[src/rtl/draw_rect_pkg.sv]
// Shared types and geometry defaults for the falling-rectangle controller.
package draw_rect_pkg;

    typedef enum logic [1:0] {
        ST_IDLE,
        ST_FALL,
        ST_BOUNCE,
        ST_STOP
    } state_t;

    localparam int DEF_SCREEN_HEIGHT = 600;
    localparam int DEF_RECT_HEIGHT   = 64;
    localparam int DEF_V_MAX         = 16;

    // Lowest Y at which the rectangle still fits entirely on screen.
    function automatic logic [11:0] floor_y(input int screen_h, input int rect_h);
        return 12'(screen_h - rect_h);
    endfunction

endpackage

[src/rtl/edge_det.sv]
// Single-cycle rising-edge pulse for a level that is already synchronous to clk.
module edge_det (
    input  logic clk,
    input  logic rst,
    input  logic sig_i,
    output logic rise_o
);

    logic sig_q;

    // NOTE: sequential state is always written with <= so every flop samples pre-edge values.
    always_ff @(posedge clk) begin
        if (rst) begin
            sig_q <= 1'b0;
        end else begin
            sig_q <= sig_i;
        end
    end

    assign rise_o = sig_i & ~sig_q;

endmodule

[src/rtl/draw_rect_ctl.sv]
// Rectangle follows the mouse until clicked, then falls under gravity once per frame.
// Define DRAW_RECT_CTL_BOUNCE_EN to let impacts rebound at half speed instead of stopping.
module draw_rect_ctl
    import draw_rect_pkg::*;
#(
    parameter int SCREEN_HEIGHT = DEF_SCREEN_HEIGHT,
    parameter int RECT_HEIGHT   = DEF_RECT_HEIGHT,
    parameter int V_MAX         = DEF_V_MAX
) (
    input  logic        pclk,
    input  logic        rst,
    input  logic [11:0] mouse_xpos,
    input  logic [11:0] mouse_ypos,
    input  logic        mouse_left,
    input  logic        vsync_in,
    output logic [11:0] xpos,
    output logic [11:0] ypos,
    output logic        busy
);

    localparam logic [12:0] FLOOR13 = {1'b0, floor_y(SCREEN_HEIGHT, RECT_HEIGHT)};
    localparam logic [5:0]  VMAX6   = 6'(V_MAX);

    logic        tick;
    logic        click;

    state_t      state_q, state_d;
    logic [11:0] xpos_q, xpos_d;
    logic [11:0] ypos_q, ypos_d;
    logic [4:0]  vel_q, vel_d;

    logic [5:0]  vel_inc;
    logic [5:0]  v1;
    logic [12:0] fall_sum;
`ifdef DRAW_RECT_CTL_BOUNCE_EN
    logic [12:0] rise_diff;
`endif

    edge_det u_tick_det (
        .clk    (pclk),
        .rst    (rst),
        .sig_i  (vsync_in),
        .rise_o (tick)
    );

    edge_det u_click_det (
        .clk    (pclk),
        .rst    (rst),
        .sig_i  (mouse_left),
        .rise_o (click)
    );

    // Arithmetic is one bit wider than ypos so the floor compare sees true sums.
    assign vel_inc  = {1'b0, vel_q} + 6'd1;
    assign v1       = (vel_inc > VMAX6) ? VMAX6 : vel_inc;
    assign fall_sum = {1'b0, ypos_q} + {7'd0, v1};
`ifdef DRAW_RECT_CTL_BOUNCE_EN
    assign rise_diff = {1'b0, ypos_q} - {8'd0, vel_q};
`endif

    always_comb begin
        // NOTE: every always_comb output gets a default first so no path can infer a latch.
        state_d = state_q;
        xpos_d  = xpos_q;
        ypos_d  = ypos_q;
        vel_d   = vel_q;

        unique case (state_q)
            ST_IDLE: begin
                if (click) begin
                    state_d = ST_FALL;
                    vel_d   = 5'd0;
                end else begin
                    xpos_d = mouse_xpos;
                    ypos_d = ({1'b0, mouse_ypos} > FLOOR13) ? FLOOR13[11:0] : mouse_ypos;
                end
            end

            ST_FALL: begin
                if (tick) begin
                    if (fall_sum >= FLOOR13) begin
                        ypos_d = FLOOR13[11:0];
`ifdef DRAW_RECT_CTL_BOUNCE_EN
                        if (v1[5:1] != 5'd0) begin
                            state_d = ST_BOUNCE;
                            vel_d   = v1[5:1];
                        end else begin
                            state_d = ST_STOP;
                            vel_d   = 5'd0;
                        end
`else
                        state_d = ST_STOP;
                        vel_d   = 5'd0;
`endif
                    end else begin
                        ypos_d = fall_sum[11:0];
                        vel_d  = v1[4:0];
                    end
                end
            end

`ifdef DRAW_RECT_CTL_BOUNCE_EN
            ST_BOUNCE: begin
                if (tick) begin
                    ypos_d = rise_diff[12] ? 12'd0 : rise_diff[11:0];
                    if (vel_q == 5'd1) begin
                        state_d = ST_FALL;
                        vel_d   = 5'd0;
                    end else begin
                        vel_d = vel_q - 5'd1;
                    end
                end
            end
`endif

            ST_STOP: begin
                ypos_d = FLOOR13[11:0];
                if (click) begin
                    state_d = ST_IDLE;
                end
            end

            default: begin
                state_d = ST_IDLE;
            end
        endcase
    end

    always_ff @(posedge pclk) begin
        if (rst) begin
            state_q <= ST_IDLE;
            xpos_q  <= 12'd0;
            ypos_q  <= 12'd0;
            vel_q   <= 5'd0;
        end else begin
            state_q <= state_d;
            xpos_q  <= xpos_d;
            ypos_q  <= ypos_d;
            vel_q   <= vel_d;
        end
    end

    assign xpos = xpos_q;
    assign ypos = ypos_q;
    assign busy = (state_q != ST_IDLE);

endmodule

[config.mk]
export PLATFORM = sky130hd
export DESIGN_NAME = draw_rect_ctl
export DESIGN_NICKNAME = d
export VERILOG_FILES = /design/src/rtl/draw_rect_pkg.sv /design/src/rtl/edge_det.sv /design/src/rtl/draw_rect_ctl.sv
export SDC_FILE = /design/constraint.sdc
export NUM_CORES = 1
export LEC_CHECK = 0
export BUFFER_PORTS_ARGS = -buffer_cell sky130_fd_sc_hd__buf_4
export CAP_MARGIN = 20
export CELL_PAD_IN_SITES_DETAIL_PLACEMENT = 2
export CELL_PAD_IN_SITES_GLOBAL_PLACEMENT = 2
export CORE_MARGIN = 5
export CORE_UTILIZATION = 30
export DETAILED_ROUTE_END_ITERATION = 7
export PLACE_DENSITY = 0.83
export SYNTH_ARGS = -nofsm -noshare
export SYNTH_HDL_FRONTEND = slang
export SYNTH_SLANG_ARGS = --single-unit
[constraint.sdc]
create_clock -name pclk -period 3.9 [get_ports pclk]
set_clock_uncertainty 0.05 [all_clocks]
set_input_delay 0 -clock pclk [delete_from_list [all_inputs] [get_ports pclk]]
set_output_delay 0 -clock pclk [all_outputs]
set_load 0.05 [all_outputs]
==> Word level (Yosys, flattened, before mapping) <==
Index checks and enable logic that the tools add are counted.
{ "totals": {"in_bits": 28, "elab_cells": 46, "register_bits": 33} }
{ "classes": {"n_reduce_logical": 8, "add_sub_neg": 2, "mux": 15, "n_eq_ne": 7, "n_bitwise": 5, "order_cmp": 3} }
{ "op_table": {"columns": ["op", "count"], "rows": [
  ["12-bit two-way mux", 4],
  ["12-bit one-hot mux with 3 select lines", 1],
  ["5-bit two-way mux", 3],
  ["12-bit by 6-bit adder with 13-bit output", 1],
  ["13-bit by 10-bit greater-or-equal comparator with 1-bit output (second input constant)", 1],
  ["12-bit by 10-bit greater-than comparator with 1-bit output (second input constant)", 1],
  ["2-bit != test (second input constant)", 5],
  ["5-bit one-hot mux with 2 select lines", 1],
  ["2-bit two-way mux", 4],
  ["5-bit by 1-bit adder with 6-bit output (second input constant)", 1],
  ["6-bit by 5-bit greater-than comparator with 1-bit output (second input constant)", 1],
  ["6-bit two-way mux", 1],
  ["2-bit one-hot mux with 3 select lines", 1],
  ["3-bit AND reduction", 2],
  ["4-bit AND reduction", 1],
  ["2-bit nonzero test", 2],
  ["1-bit NOT", 3],
  ["3-bit nonzero test", 1],
  ["1-bit bitwise AND", 2],
  ["2-bit by 1-bit == test with 1-bit output (second input constant)", 1],
  ["2-bit == test (second input constant)", 1],
  ["2-bit zero test", 1],
  ["2-bit AND reduction", 1]
]} }

==> Logic depth before layout (Yosys ltp) <==
Gate-level depths: netlist of the first run.
{ "logic_depth": {"ltp_word": 8, "depth_mapped": 15} }

==> Modules after synthesis <==
Synthesis of the first run repeated with hierarchy kept, for this count alone.
{ "unflattened": {"cells_unflattened": 233, "area_unflattened_um2": 1940.6} }
{ "modules_own_cells": {"columns": ["module", "cells_per_inst", "n_inst", "area_per_inst_um2", "seq_area_each_um2"], "rows": [
  ["draw_rect_ctl", 227, 1, 1845.5, 620.6],
  ["edge_det", 3, 2, 47.5, 20.0]
]} }

==> Worst setup path before layout of the first run <==
No wires, ideal clock.
{ "synth_timing": {"path_type": "flip-flop to flip-flop", "start": "register vel_q[0]", "end": "register state_q[1]", "required_time_ns": 3.719, "slack_ns": 0.505, "t_arrival_ns": 3.213, "path_stages_with_launch": 16, "synth_period_minus_slack_ns": 3.395, "setup_ns": 0.131, "cell_sequence": "dfxtp_1 > ha_1 > nand2_1 > a21oi_1 > nand3b_1 > and3_1 > fa_1 > a311oi_1 > o31ai_1 > a21oi_1 > nor3_2 > nor4_4 > a21o_2 > buf_6 > a2bb2oi_2 > nor3b_2"} }
{ "synth_between": {"elab_chain_cells": 7} }
{ "synth_rtl": {"columns": ["item", "line", "source"], "rows": [
  ["start: declaration", "draw_rect_ctl.sv:30", "logic [4:0] vel_q, vel_d;"],
  ["start signal: assignment", "draw_rect_ctl.sv:139", "vel_q <= vel_d;"],
  ["5-bit by 1-bit adder with 6-bit output (*)", "draw_rect_ctl.sv:54", "assign vel_inc = {1'b0, vel_q} + 6'd1;"],
  ["6-bit by 5-bit greater-than comparator with 1-bit output", "draw_rect_ctl.sv:55", "assign v1 = (vel_inc > VMAX6) ? VMAX6 : vel_inc;"],
  ["6-bit two-way mux (*)", "draw_rect_ctl.sv:55", null],
  ["12-bit by 6-bit adder with 13-bit output (*)", "draw_rect_ctl.sv:56", "assign fall_sum = {1'b0, ypos_q} + {7'd0, v1};"],
  ["13-bit by 10-bit greater-or-equal comparator with 1-bit output (*)", "draw_rect_ctl.sv:81", "if (fall_sum >= FLOOR13) begin"],
  ["2-bit != test (no source line) (*)", null, null],
  ["4-bit AND reduction (no source line) (*)", null, null],
  ["end signal: assignment", "draw_rect_ctl.sv:136", "state_q <= state_d;"],
  ["end: declaration", "draw_rect_ctl.sv:27", "state_t state_q, state_d;"]
]} }
Every way passes the cells marked *; elsewhere a longest branch is shown, timed or not.
A chain may end at the register's enable or synchronous reset.

==> Final worst setup path of the first run <==
{ "layout_timing": {"start": "register vel_q[0]", "end": "register ypos_q[0], in the netlist ypos[0]"} }
{ "layout_between": {"elab_chain_cells": 8} }
{ "layout_rtl": {"columns": ["item", "line", "source"], "rows": [
  ["5-bit by 1-bit adder with 6-bit output (*)", "draw_rect_ctl.sv:54", null],
  ["6-bit by 5-bit greater-than comparator with 1-bit output", "draw_rect_ctl.sv:55", null],
  ["6-bit two-way mux (*)", "draw_rect_ctl.sv:55", null],
  ["12-bit by 6-bit adder with 13-bit output (*)", "draw_rect_ctl.sv:56", null],
  ["13-bit by 10-bit greater-or-equal comparator with 1-bit output", "draw_rect_ctl.sv:81", null],
  ["12-bit two-way mux (*)", "draw_rect_ctl.sv:81", null],
  ["12-bit two-way mux (*)", "draw_rect_ctl.sv:80", "if (tick) begin"],
  ["12-bit one-hot mux with 3 select lines (*)", "draw_rect_ctl.sv:68", "unique case (state_q)"],
  ["end signal: assignment", "draw_rect_ctl.sv:138", "ypos_q <= ypos_d;"],
  ["end: declaration", "draw_rect_ctl.sv:29", "logic [11:0] ypos_q, ypos_d;"]
]} }
Every way passes the cells marked *; elsewhere a longest branch is shown, timed or not. The select of a mux whose other input is x is not followed.

==> results.toml, run 1 <==
[sta]
final_hold_viol_count = 1
slew_headroom_pct = 62.5
tns_ns = 0
rsz0062_at_grt = "false"
final_max_slew_viol_count = 0
min_period_ns = 3.64
fmax_mhz = 275
timing.final.crit_share_pct = 93.3
setup_viol = 0
holdWs_ns = -0.00369
tightest_slew_ns = 0.557

[worst_setup_path]
crit_slowest_cell = "fa_2"
critPathArrivalTime_ns = 3.76
path_cells = "ha_2, nand2_1, a21oi_2, nand3b_1, and3_1, fa_2, a311oi_1, o31ai_1, a21oi_2, buf_4, xnor2_1, a2111oi_2, a21o_2, buf_4, a221oi_1, nor3_1"
critPathLaunchType = "flip-flop"
crit_fanout = 6
ff2ff_setup_slack_ns = 0.26
cpPeakStageDelay_ns = 0.42
crit_required_ns = 4.02
reg2reg_to = "ypos[0]"
reg2reg_depth = 16
worstSetupPathType = "flip-flop to flip-flop"
reg2reg_from = "vel_q[0]"
end_kind = "flip-flop"

[hold_path]
holdPathStages = 3
hp-class = "primary input to flip-flop"
holdPathEnd = "ypos[0]"
hold_start = "mouse_ypos[0]"

[floorplan]
rows = 29
ioPinCount = 53
core_area_um2 = 6240
die_w_um = 89.5
dieArea_um2 = 8010
die_h_um = 89.5
start_util_pct = 30.4

[finish]
syn_to_final_growth_pct = 39.6
layout.nets = 330
postLayoutCellArea_um2 = 2650
drive_above_1_share_pct = 30.4
n_antenna_cell = 0
final_util_pct = 42.4
fillCellCount = 722
multi_input_area_um2 = 1180
seqCellArea_um2 = 663

[power]
ir_drop_uv = 170
p_leak_nw = 1.10
p_total_w = 0.000971
powerDensity_nw_per_um2 = 367

[clock_tree]
cts_buffers = 5
clock_latency_ns = 0.29
clock_path_buffers = 2
clkSlewWorstSetupHoldPaths_ns = 0.08
ctsRootBufferMaster = "clkbuf_8"
tritoncts = "built"
cts_sinks = 33
htreeDepth = 2

[run_status]
violations = "negative hold slack"
status = "finished with violations"

[yosys]
synth_area_um2 = 1900
synth_cells = 223
yosysTopAreaCellShare_pct = 34.8
synth_cell_types = 58
synthFlopType = "dfxtp_1"
ys_ff_latch = 33
seq_area_frac_synth_pct = 34.8
post_synth.cell_area_avg_um2 = 8.51
synth_warnings = 0
ys_async_sr_fraction_pct = 0
synth_area_leader_cell = "dfxtp_1"
synth-edff-count = 0
syn_nets = 258
synth_area_leaders = "dfxtp_1, nand2_1, a21oi_1"

[global_routing]
grt_pass1_vias = 2218
grt_max_degree = 30
grt_pass1_wl_mm = 11.1
antenna_found_initial = 0
overflow = 0
grt_usage_pct = 18.3

[detailed_routing]
first_iter_violations = 37
wl_per_cell_um = 18.7
drt_pass1_iterations = 4
vias_per_cell = 5.34
wl_mm = 6.97
drc_errors = 0
vias = 1990
antenna_left = 0

[place]
dp_hpwl_mm = 4.80
gp_congestion = 0.863
port_buffers = 52
placed_area_um2 = 2360

[flow_run]
drv_cap = 0
[registers in the layout (all words and copies together), names as in the netlist]
name and flops:
state_q 2, u_click_det.sig_q 1, u_tick_det.sig_q 1, vel_q 5, xpos 12, ypos 12
[cells in the mapped netlist (2+ instances only)]
| library cell | count |
|---|---|
| ha_1 | 6 |
| a21o_1 | 2 |
| nor2_1 | 18 |
| o31ai_1 | 2 |
| a32o_1 | 5 |
| xor2_1 | 2 |
| and2_1 | 4 |
| dfxtp_1 | 33 |
| nand2b_1 | 8 |
| and3_1 | 2 |
| o21ai_0 | 4 |
| nor2b_1 | 4 |
| a221oi_1 | 4 |
| nor3_1 | 6 |
| nand2_1 | 36 |
| nor3_2 | 2 |
| a31oi_1 | 3 |
| nand3_1 | 5 |
| nor4_1 | 3 |
| buf_2 | 3 |
| clkbuf_1 | 5 |
| xnor2_1 | 5 |
| inv_1 | 5 |
| nand4_1 | 3 |
| a21oi_1 | 20 |
[final cells by class]
class,instances,area share [%]
repair buffers,75,22.8
multi-input cells,175,44.7
clock inverters,2,0.378
inverters,5,0.709
well taps,77,3.64
flip-flops and latches,33,25.0
clock buffers,6,2.74
[report_power, final]
part,switching [W],internal (W)
Sequential,0.0000273,0.000361
Clock,0.000143,0.000124
Combinational,0.000196,0.000120
[metal layers]
| metal | up-vias | share of wire [%] | GRT usage, % |
|---|---|---|---|
| met5 | - | 0 | 0 |
| met4 | 0 | 1.7 | 5.01 |
| li1 | 954 | - | - |
| met2 | 50 | 49 | 33.6 |
| met1 | 975 | 42 | 20.3 |
| met3 | 11 | 6.6 | 5.62 |
[metrics by stage]
stage                     std cells  worst slack, ns  hold WS (ns)
final                           373            0.262      -0.00369
after global routing            373           0.0217        0.0159
after CTS                       372           0.0468      0.000122
after detailed placement        345           -0.132         0.181
after global placement          345           0.0247         0.176
after floorplan                 223            0.505        0.0782
[kinds of logic after synthesis]
group / after synthesis / share of synthesized area (%)
xor+xnor: 8 / 4.09
other cells: 1 / 0.198
fa+ha+maj: 7 / 5.01
compound gates: 62 / 26.3
flops: 33 / 34.8
simple gates: 97 / 26.1
buf+inv: 15 / 3.56
[worst max-delay path, delay by kind of cell (launching register included)]
kind / cells / cell delay (ns)
buffers and inverters: 2 / 0.33
xor gates and xnor gates: 1 / 0.13
AOI/OAI and AO/OA: 7 / 1.44
and+or+nand+nor: 4 / 0.49
DFF: 1 / 0.40
adders and majority gates: 2 / 0.66
[how the worst max path moves through the flow]
stage	to	depth (start not counted)	start	slack, ns
finish	ypos[0]	16	vel_q[0]	0.26
CTS	state_q[1]	15	vel_q[0]	0.05
detailed placement	ypos[4]	14	vel_q[0]	-0.13
global route	ypos[0]	16	vel_q[0]	0.02
global placement	ypos[4]	14	vel_q[0]	0.02
floorplan	state_q[1]	15	vel_q[0]	0.51
[repair_timing]
| item | in CTS | in global routing |
|---|---|---|
| endpoints found under the hold margin | 16 | 0 |
| pin swaps | 1 | 1 |
| resized for setup | 1 | 6 |
| buffers inserted | 3 | 1 |
| hold buffers | 16 | 0 |
| endpoints found under the setup margin | 9 | 12 |
[cell usage in the layout (no fill, tap or decap), types with 4 or more instances in the layout]
cell,n
a221oi_1,4
ha_1,5
a21oi_1,17
nor2b_1,4
a32o_1,5
dlygate4sd3_1,16
buf_4,59
nand2b_1,8
nand2_1,36
o21ai_0,4
clkbuf_8,5
nor3_1,6
nor2_1,18
xnor2_1,5
dfxtp_1,31
a21oi_2,4
inv_1,5
nand3_1,5
and2_1,4
No activity file was read; power rests on OpenSTA's default activity.
==> run 2, diff against run 1 <==
- SETUP_SLACK_MARGIN: not set -> 0.3
- clock period: 3.9 -> 3.8 ns (I/O delays scaled with it)
==> results.toml, run 2 (synthesis gave the netlist of run 1 again) <==
[floorplan]
core_area_um2 = 6240
die_w_um = 89.5
dieArea_um2 = 8010
start_util_pct = 30.4
ioPinCount = 53
rows = 29
die_h_um = 89.5

[clock_tree]
cts_sinks = 33
cts_buffers = 5
ctsRootBufferMaster = "clkbuf_8"
clock_path_buffers = 2
tritoncts = "built"
clock_latency_ns = 0.29
clkSlewWorstSetupHoldPaths_ns = 0.08
htreeDepth = 2

[power]
powerDensity_nw_per_um2 = 363
swShare_pct = 37.4
power_switching_w = 0.000390
pwr-share-clk_pct = 27.1
seqPwrFrac_pct = 38.4
internal_power_w = 0.000652
p_leak_nw = 1.16
ir_drop_uv = 150
p_total_w = 0.00104
share_comb_of_total_power_pct = 34.5

[detailed_routing]
met2_wirelength_mm = 3.96
drt_pass1_iterations = 4
vias_per_cell = 5.49
wl_met3_um = 533
antenna_left = 0
vias = 2074
routedLengthMet1_mm = 3.16
wl_mm = 7.83
wl_per_cell_um = 20.7
first_iter_violations = 70
highest_layer = "met4"
drc_errors = 0

[finish]
drive_above_1_share_pct = 36.9
n_antenna_cell = 0
final_util_pct = 46.0
layout.nets = 336
syn_to_final_growth_pct = 51.3
final_common_cell = "buf_4"
most-common-layout-cells = "buf_4, nand2_1, dfxtp_1, nor2_1, a21oi_1"

[sta]
fmax_mhz = 291
final_max_slew_viol_count = 0
timing.final.crit_share_pct = 90.4
tightest_slew_ns = 0.717
tns_ns = 0
setup_viol = 0
rsz0062_at_grt = "false"
slew_headroom_pct = 51.8
final_hold_viol_count = 0
min_period_ns = 3.44

[place]
dp_hpwl_mm = 5.02
gp_congestion = 0.838
port_buffers = 52

[worst_setup_path]
crit_fanout = 6
critPathArrivalTime_ns = 3.56
crit_required_ns = 3.92
end_kind = "flip-flop"
worstSetupPathType = "flip-flop to flip-flop"
reg2reg_depth = 15
critPathLaunchType = "flip-flop"

[hold_path]
holdPathStages = 3
hp-class = "primary input to flip-flop"

[global_routing]
grt_usage_pct = 20.0
antenna_found_initial = 0
grt_pass1_vias = 2248
grt_max_degree = 30
overflow = 0
grt_pass1_wl_mm = 12.2

[flow_run]
drv_cap = 0

[run_status]
status = "finished, final reports clean"
[run 2: path summary, 6_finish.rpt]
check / start / end / slack, ns
hold / removal: mouse_ypos[0] / ypos[0] / 0.01
setup reg to reg: vel_q[1] / ypos[1] / 0.36
hold reg to reg: xpos[9] / xpos[9] / 0.41
setup / recovery: vel_q[1] / ypos[1] / 0.36
[run 2: final cells by class]
| cell class | count | area (µm²) |
|---|---|---|
| fillers | 669 | 3370 |
| repair buffers | 80 | 641 |
| flip-flops and latches | 33 | 668 |
| inverters | 5 | 18.8 |
| multi-input cells | 176 | 1360 |
| clock buffers | 7 | 86.3 |
| well taps | 77 | 96.3 |
[run 2: metal layers]
layer,global-route usage (%),vias up
met2,35.8,61
li1,-,969
met5,0,-
met1,22.5,1026
met3,7.00,18
met4,5.55,0
[run 2: worst max-delay path, stage by stage (launching register included)]
cell	delay, ns
dfxtp_4	0.38
ha_4	0.16
nand2_1	0.07
a21oi_2	0.19
nand3b_1	0.11
and3_2	0.25
ha_4	0.29
a21oi_4	0.06
o31ai_4	0.38
a31oi_2	0.16
buf_4	0.19
a31oi_4	0.25
nor4_4	0.09
a21o_2	0.27
a221oi_2	0.34
nor3_2	0.06
[run 2: power by group through the flow]
stage	logic, W	clock network (W)	registers (W)
after global routing	0.000384	0.000305	0.000404
after floorplan	0.000136	0	0.000468
after global placement	0.000292	0	0.000404
after detailed placement	0.000301	0	0.000406
final	0.000360	0.000282	0.000400
after CTS	0.000330	0.000288	0.000399
[run 2: repair_timing]
item                                   4_1_cts  5_1_grt
setup endpoints to repair                   16       16
hold buffers                                16        0
resized for setup                           14       20
gates cloned                                 1        0
setup buffers                                2        5
pin swaps                                    5        7
endpoints found under the hold margin       16        0
[run 2: stage by stage]
stage | hold WS (ns) | instance area, µm² | instances | setup WS, ns
global placement | 0.175 | 2370 | 347 | 0.180
detailed placement | 0.178 | 2370 | 347 | -0.0655
finish | 0.0131 | 2870 | 378 | 0.364
global route | 0.0286 | 2870 | 378 | 0.188
floorplan | 0.0782 | 1900 | 223 | 0.405
CTS | 0.0174 | 2700 | 373 | 0.300
